[src/rtl/note_gen.sv]
// note_gen: square-wave note generator feeding the stereo DAC serializer.
// Accepts one note (half-period, volume, duration) over a valid/ready
// handshake, plays it as a signed 16-bit square wave on both channels for
// dur ms ticks, then holds a silent gap of GAP_MS ticks before returning idle.
//
// Ports:
//   clk, rst          - clock, synchronous active-high reset
//   note_valid/ready  - note handshake (ready only while idle)
//   note_div [19:0]   - half-period in clk cycles, 0 = rest
//   note_vol [3:0]    - volume 0..15, amplitude = vol * 2048
//   note_dur [11:0]   - note length in ms ticks, 0 = ignored
//   audio_left/right  - signed samples, both channels identical
//   busy              - high while playing or in the gap
//
// Optional feature: define NOTE_GEN_FADE_EN to decrement the working volume
// every FADE_MS ticks during a note (saturating at 0).
module note_gen #(
  parameter int TICK_DIV = 40000,
  parameter int GAP_MS   = 10,
  parameter int FADE_MS  = 64
) (
  input  logic        clk,
  input  logic        rst,
  input  logic        note_valid,
  output logic        note_ready,
  input  logic [19:0] note_div,
  input  logic [3:0]  note_vol,
  input  logic [11:0] note_dur,
  output logic [15:0] audio_left,
  output logic [15:0] audio_right,
  output logic        busy
);

  localparam int PRE_W = (TICK_DIV > 1) ? $clog2(TICK_DIV) : 1;
  localparam int MS_W  = (GAP_MS > 4096) ? $clog2(GAP_MS) : 12;

  localparam logic [PRE_W-1:0] PRE_LAST = PRE_W'(TICK_DIV - 1);
  localparam logic [MS_W-1:0]  GAP_LAST = MS_W'(GAP_MS - 1);

  if (TICK_DIV < 1 || GAP_MS < 1 || FADE_MS < 1) begin : g_param_check
    $error("note_gen: TICK_DIV, GAP_MS and FADE_MS must all be >= 1");
  end

  typedef enum logic [1:0] {
    S_IDLE,
    S_PLAY,
    S_GAP
  } state_t;

  state_t           state, state_n;
  logic [19:0]      div_r, div_n;
  logic [19:0]      hc, hc_n;
  logic [3:0]       vol_r, vol_n;
  logic [11:0]      dur_r, dur_n;
  logic [PRE_W-1:0] pre, pre_n;
  logic [MS_W-1:0]  ms, ms_n;
  logic             phase, phase_n;
  logic [15:0]      audio_r, audio_n;
  logic             ready_n;
  logic             tick;

`ifdef NOTE_GEN_FADE_EN
  localparam int FADE_W = (FADE_MS > 1) ? $clog2(FADE_MS) : 1;
  localparam logic [FADE_W-1:0] FADE_LAST = FADE_W'(FADE_MS - 1);
  logic [FADE_W-1:0] fcnt, fcnt_n;
`endif

  function automatic logic [15:0] sample(input logic [19:0] d,
                                         input logic [3:0]  v,
                                         input logic        ph);
    logic [15:0] amp;
    amp = {1'b0, v, 11'b0};
    if (d == '0 || v == '0) begin
      return '0;
    end
    return ph ? amp : (~amp + 16'd1);
  endfunction

  assign tick = (pre == PRE_LAST);

  // The output sample is computed from the next-cycle phase/volume so the
  // registered audio lines up with the state it belongs to.
  always_comb begin
    state_n = state;
    div_n   = div_r;
    hc_n    = hc;
    vol_n   = vol_r;
    dur_n   = dur_r;
    pre_n   = pre;
    ms_n    = ms;
    phase_n = phase;
    audio_n = '0;
`ifdef NOTE_GEN_FADE_EN
    fcnt_n  = fcnt;
`endif

    case (state)
      S_IDLE: begin
        if (note_valid && note_ready && note_dur != '0) begin
          state_n = S_PLAY;
          div_n   = note_div;
          vol_n   = note_vol;
          dur_n   = note_dur;
          hc_n    = '0;
          pre_n   = '0;
          ms_n    = '0;
          phase_n = 1'b1;
`ifdef NOTE_GEN_FADE_EN
          fcnt_n  = '0;
`endif
          audio_n = sample(note_div, note_vol, 1'b1);
        end
      end

      S_PLAY: begin
        if (tick) begin
          pre_n = '0;
          ms_n  = ms + 1'b1;
        end else begin
          pre_n = pre + 1'b1;
        end

        if (div_r != '0) begin
          if (hc == div_r - 20'd1) begin
            hc_n    = '0;
            phase_n = ~phase;
          end else begin
            hc_n = hc + 20'd1;
          end
        end

`ifdef NOTE_GEN_FADE_EN
        if (tick) begin
          if (fcnt == FADE_LAST) begin
            fcnt_n = '0;
            if (vol_r != '0) begin
              vol_n = vol_r - 4'd1;
            end
          end else begin
            fcnt_n = fcnt + 1'b1;
          end
        end
`endif

        if (tick && ms == MS_W'(dur_r - 12'd1)) begin
          state_n = S_GAP;
          pre_n   = '0;
          ms_n    = '0;
        end else begin
          audio_n = sample(div_r, vol_n, phase_n);
        end
      end

      S_GAP: begin
        if (tick) begin
          pre_n = '0;
          ms_n  = ms + 1'b1;
          if (ms == GAP_LAST) begin
            state_n = S_IDLE;
            ms_n    = '0;
          end
        end else begin
          pre_n = pre + 1'b1;
        end
      end

      default: begin
        state_n = S_IDLE;
      end
    endcase

    ready_n = (state_n == S_IDLE);
  end

  always_ff @(posedge clk) begin
    if (rst) begin
      state      <= S_IDLE;
      div_r      <= '0;
      hc         <= '0;
      vol_r      <= '0;
      dur_r      <= '0;
      pre        <= '0;
      ms         <= '0;
      phase      <= 1'b0;
      audio_r    <= '0;
      note_ready <= 1'b1;
      busy       <= 1'b0;
`ifdef NOTE_GEN_FADE_EN
      fcnt       <= '0;
`endif
    end else begin
      state      <= state_n;
      div_r      <= div_n;
      hc         <= hc_n;
      vol_r      <= vol_n;
      dur_r      <= dur_n;
      pre        <= pre_n;
      ms         <= ms_n;
      phase      <= phase_n;
      audio_r    <= audio_n;
      note_ready <= ready_n;
      busy       <= ~ready_n;
`ifdef NOTE_GEN_FADE_EN
      fcnt       <= fcnt_n;
`endif
    end
  end

  assign audio_left  = audio_r;
  assign audio_right = audio_r;

endmodule
[config.mk]
export PLATFORM = sky130hd
export DESIGN_NAME = note_gen
export DESIGN_NICKNAME = d
export VERILOG_FILES = /design/src/rtl/note_gen.sv
export SDC_FILE = /design/constraint.sdc
export NUM_CORES = 1
export LEC_CHECK = 0
export CORE_MARGIN = 2
export CORE_UTILIZATION = 50
export DETAILED_ROUTE_END_ITERATION = 6
export DONT_BUFFER_PORTS = 1
export GPL_TIMING_DRIVEN = 0
export PLACE_DENSITY_LB_ADDON = 0.1
export SYNTH_ARGS = -nofsm -noshare
export SYNTH_HDL_FRONTEND = slang
export SYNTH_SLANG_ARGS = --single-unit
[constraint.sdc]
create_clock -name clk -period 7.8 [get_ports clk]
set_input_delay 1.56 -clock clk [delete_from_list [all_inputs] [get_ports clk]]
set_output_delay 1.56 -clock clk [all_outputs]
set_load 0.01 [all_outputs]
==> metrics.txt <==
# TYPE chip_impl_metric gauge
chip_impl_info{name="unrepaired_setup_endpoints_after_global_routing",value="no"} 1
chip_impl_metric{name="finalClockSkew",unit="ns"} 0.0115
chip_impl_metric{name="placement_rows",unit=""} 37
chip_impl_info{name="tritoncts_clock_tree",value="yes"} 1
chip_impl_metric{name="cap_violations",unit=""} 0
chip_impl_metric{name="portBuffers",unit=""} 0
chip_impl_metric{name="post_synth_inst_count",unit=""} 683
chip_impl_metric{name="io-pin-count",unit=""} 73
chip_impl_info{name="ys_dominant_reg_cell",value="dfxtp_1"} 1
chip_impl_metric{name="wirelength",unit="µm"} 12500
chip_impl_metric{name="final_period_minus_worst_setup_slack",unit="ns"} 3.71
chip_impl_metric{name="cts_setup_buffers",unit=""} 0
chip_impl_metric{name="antenna_violation_net_count_after_detailed_routing",unit=""} 0
chip_impl_info{name="crit_path_start_kind",value="input pin"} 1
chip_impl_metric{name="first_global_vias",unit=""} 4490
chip_impl_metric{name="cts_num_sinks",unit=""} 94
chip_impl_metric{name="cts_max_path_buffers",unit=""} 2
chip_impl_metric{name="timing.final.setup_violations",unit=""} 0
chip_impl_metric{name="post_route_cells_drive_above_1_share",unit="%"} 8.34
chip_impl_metric{name="post_synth_num_cell_types",unit=""} 65
chip_impl_metric{name="dr.first_iter.drc_count",unit=""} 228
chip_impl_info{name="hold_sp",value="pre[1]"} 1
chip_impl_metric{name="worstPathMaxFanout",unit=""} 8
chip_impl_metric{name="cp.buffers_inverters",unit=""} 0
chip_impl_metric{name="die_w",unit="µm"} 107
chip_impl_metric{name="clkSlewWorstSetupHoldPaths",unit="ns"} 0.09
chip_impl_metric{name="place.gp.congestion",unit=""} 0.866
chip_impl_metric{name="setup_ws",unit="ns"} 4.09
chip_impl_metric{name="n_antenna_cell",unit=""} 0
chip_impl_metric{name="synth_seq_cells",unit=""} 94
chip_impl_info{name="critical-path-top-delay-family",value="simple AND/OR/NAND/NOR gates"} 1
chip_impl_info{name="standard_cell_with_the_maximum_stage_delay_on_the_critical_path",value="nor3_1"} 1
chip_impl_metric{name="timing.critical_path.arrival",unit="ns"} 3.97
chip_impl_metric{name="slowest_delay",unit="ns"} 0.88
chip_impl_metric{name="finalHoldViolCount",unit=""} 0
chip_impl_metric{name="async_flop_share",unit="%"} 0
chip_impl_metric{name="finalHoldWorstSlack",unit="ns"} 0.487
chip_impl_metric{name="count_of_vias_placed_by_the_detailed_router",unit=""} 4724
chip_impl_metric{name="syn-cell-area",unit="µm²"} 5340
chip_impl_info{name="hold_class",value="register to register"} 1
chip_impl_metric{name="dp_worst_setup_slack",unit="ns"} 3.74
chip_impl_metric{name="reg2reg_setup_slack",unit="ns"} 4.60
chip_impl_info{name="holdPathEnd",value="pre[1]"} 1
chip_impl_metric{name="cp.required",unit="ns"} 8.07
chip_impl_metric{name="fp.dieH",unit="µm"} 107
chip_impl_metric{name="synthesis.yosys.warnings",unit=""} 0
chip_impl_metric{name="slew_violations",unit=""} 0
chip_impl_metric{name="peak_supply_drop",unit="mV"} 0.0848
chip_impl_metric{name="dr.pass1.iters",unit=""} 4
chip_impl_metric{name="rr_worst_depth",unit=""} 9
chip_impl_metric{name="setup_total_negative_slack",unit="ns"} 0
chip_impl_metric{name="insertion_delay_of_the_later_clocked_pin_in_the_worst_skew_pair",unit="ns"} 0.37
chip_impl_metric{name="layout.filler_cells",unit=""} 992
chip_impl_metric{name="globalRoute.totalOverflow",unit=""} 0
chip_impl_metric{name="ctsHoldBuffers",unit=""} 0
chip_impl_metric{name="cts_resized",unit=""} 0
chip_impl_metric{name="worst_slew_margin_rel",unit="%"} 24.5
chip_impl_metric{name="core-area",unit="µm²"} 10400
chip_impl_metric{name="layout.core_utilization",unit="%"} 56.2
chip_impl_metric{name="finalNetCount",unit=""} 766
chip_impl_info{name="cp_cell_sequence",value="nor4_1 > a31oi_1 > nand2b_1 > o21ai_0 > a21o_1 > nor3_1 > nand3_1 > xor2_1 > nor2_1"} 1
chip_impl_metric{name="synth-seq-area-share",unit="%"} 35.2
chip_impl_metric{name="finalPower",unit="µW"} 1180
chip_impl_metric{name="cts-buffers-inserted",unit=""} 9
chip_impl_metric{name="ctsHtreeMaxLevel",unit=""} 3
chip_impl_metric{name="dieArea",unit="µm²"} 11500
chip_impl_metric{name="worst-slew-pin-transition",unit="ns"} 1.12
chip_impl_metric{name="synth-edff-count",unit=""} 0
chip_impl_metric{name="post_drt_via_cell_ratio",unit=""} 5.53
chip_impl_info{name="r2r-start",value="div_r[0]"} 1
chip_impl_metric{name="max_freq",unit="MHz"} 270
chip_impl_metric{name="number_of_remaining_drc_errors",unit=""} 0
chip_impl_metric{name="detail_route.wl_per_cell",unit="µm"} 14.6
chip_impl_metric{name="post-route-period-util",unit="%"} 47.5
chip_impl_metric{name="initial_utilization",unit="%"} 51.5
chip_impl_info{name="timing_worst_setup_path_type",value="input pin to register"} 1
chip_impl_info{name="critical_path.reg2reg.endpoint",value="hc[12]"} 1
chip_impl_metric{name="hold_depth",unit=""} 2
chip_impl_info{name="status",value="finished clean"} 1
chip_impl_metric{name="static-leakage-power",unit="µW"} 0.00214
chip_impl_metric{name="synth.avg_cell_area",unit="µm²"} 7.82
chip_impl_metric{name="track_usage",unit="%"} 22.6
chip_impl_metric{name="syn2layout_area_growth",unit="%"} 9.06
chip_impl_metric{name="grt_first_pass_wirelength",unit="µm"} 20800
chip_impl_info{name="cts.root.buffer_cell",value="clkbuf_8"} 1
chip_impl_metric{name="grt_start_max_net_pins",unit=""} 16
chip_impl_metric{name="power-per-cell-area",unit="nW/µm²"} 202
chip_impl_metric{name="dp.final_hpwl",unit="µm"} 9780
chip_impl_info{name="worst_setup_path_end_kind",value="register"} 1
chip_impl_metric{name="antenna_found_initial",unit=""} 0
==> area by class of cell <==
| class | instances | area (µm²) | area share [%] |
|---|---|---|---|
| Multi-Input combinational cell | 543 | 3180 | 54.6 |
| Sequential cell | 94 | 1880 | 32.3 |
| Buffer | 49 | 292 | 5.00 |
| Tap cell | 136 | 170 | 2.92 |
| Clock buffer | 9 | 124 | 2.13 |
| Clock inverter | 6 | 111 | 1.91 |
| Inverter | 18 | 67.6 | 1.16 |
==> where the power goes <==
group	total (µW)	leakage [µW]	internal [µW]	switching, µW
registers	533	0.000764	502	30.8
clock network	383	0.000115	211	171
logic	260	0.00126	101	159
==> worst max-delay path by stage <==
stage	slack, ns	end	depth (start not counted)	from
5_1_grt	3.84	hc[7]	9	note_dur[3]
2_1_floorplan	4.46	hc[17]	9	note_dur[3]
3_3_place_gp	3.71	hc[17]	9	note_dur[3]
6_report	4.09	hc[7]	9	note_dur[3]
4_1_cts	4.09	hc[7]	9	note_dur[3]
3_5_place_dp	3.74	hc[7]	9	note_dur[3]
==> logic make-up after synthesis <==
group / share of synthesized area, %
buf+inv: 6.72
compound gates: 12.7
other cells: 0.0702
fa+ha+maj: 2.81
xor+xnor: 12.0
mux: 0.187
flops: 35.2
simple gates: 30.3
==> layout by cell type (no fill, tap or decap), types with 2 or more instances in the layout <==
cell type and count:
buf_4 28, a21oi_1 51, and3_1 9, a32oi_1 3, clkbuf_1 18, conb_1 22
a21o_1 5, and2_1 2, o41ai_1 2, nor4_1 21, nand3b_1 4, dfxtp_1 94
xnor2_1 29, nand3_1 38, o211ai_1 3, a31oi_1 4, bufinv_16 3, nor3_1 28
clkbuf_8 9, nand2_1 104, buf_2 2, inv_1 17, ha_1 12, or3_1 9
nor4b_1 3, and4_1 5, nand4_1 14, xor2_1 44, or4_1 2, nor2_1 64
or2_2 4, o21a_1 3, a311oi_1 4, o21ai_0 16, nand2b_1 5, nor2b_1 4
==> per-stage QoR <==
| step | cells | area (µm²) |
|---|---|---|
| after floorplan | 704 | 5420 |
| after global placement | 840 | 5590 |
| after detailed placement | 840 | 5590 |
| after CTS | 855 | 5830 |
| after global routing | 855 | 5830 |
| final | 855 | 5830 |
==> worst min-delay path: cells and delay by family (launching register included) <==
kind | cells | cell delay, ns
compound gates | 1 | 0.05
flops | 1 | 0.34
simple gates | 1 | 0.06
==> cell usage after synthesis, drive strengths merged (4+ instances only) <==
library cell | instances | share of area, %
a21o | 5 | 0.70
a21oi | 51 | 4.8
a311oi | 4 | 0.66
a31oi | 5 | 0.70
and3 | 9 | 1.1
and4 | 5 | 0.82
buf | 31 | 4.2
clkbuf | 18 | 1.3
dfxtp | 94 | 35
ha | 12 | 2.8
inv | 18 | 1.3
nand2 | 104 | 7.3
nand2b | 5 | 0.59
nand3 | 38 | 3.6
nand3b | 4 | 0.56
nand4 | 14 | 1.6
nor2 | 64 | 4.5
nor2b | 4 | 0.47
nor3 | 29 | 2.8
nor4 | 22 | 2.7
o21ai | 16 | 1.5
or2 | 4 | 0.47
or3 | 10 | 1.3
xnor2 | 29 | 4.8
xor2 | 44 | 7.2
==> sequential cells by signal (all words and copies together) (netlist names) <==
signal      count
audio_left      5
busy            1
div_r          20
dur_r          12
hc             20
ms             12
note_ready      1
phase           1
pre            16
state           2
vol_r           4
==> per-layer routing <==
layer	vias up	GRT usage (%)	share of wire [%]
li1	2406	-	-
met1	2153	28.9	44
met2	141	37.8	47
met3	24	3.87	5.9
met4	0	9.16	2.4
met5	-	0	0
Note: power is estimated with default switching activity, not from simulation.
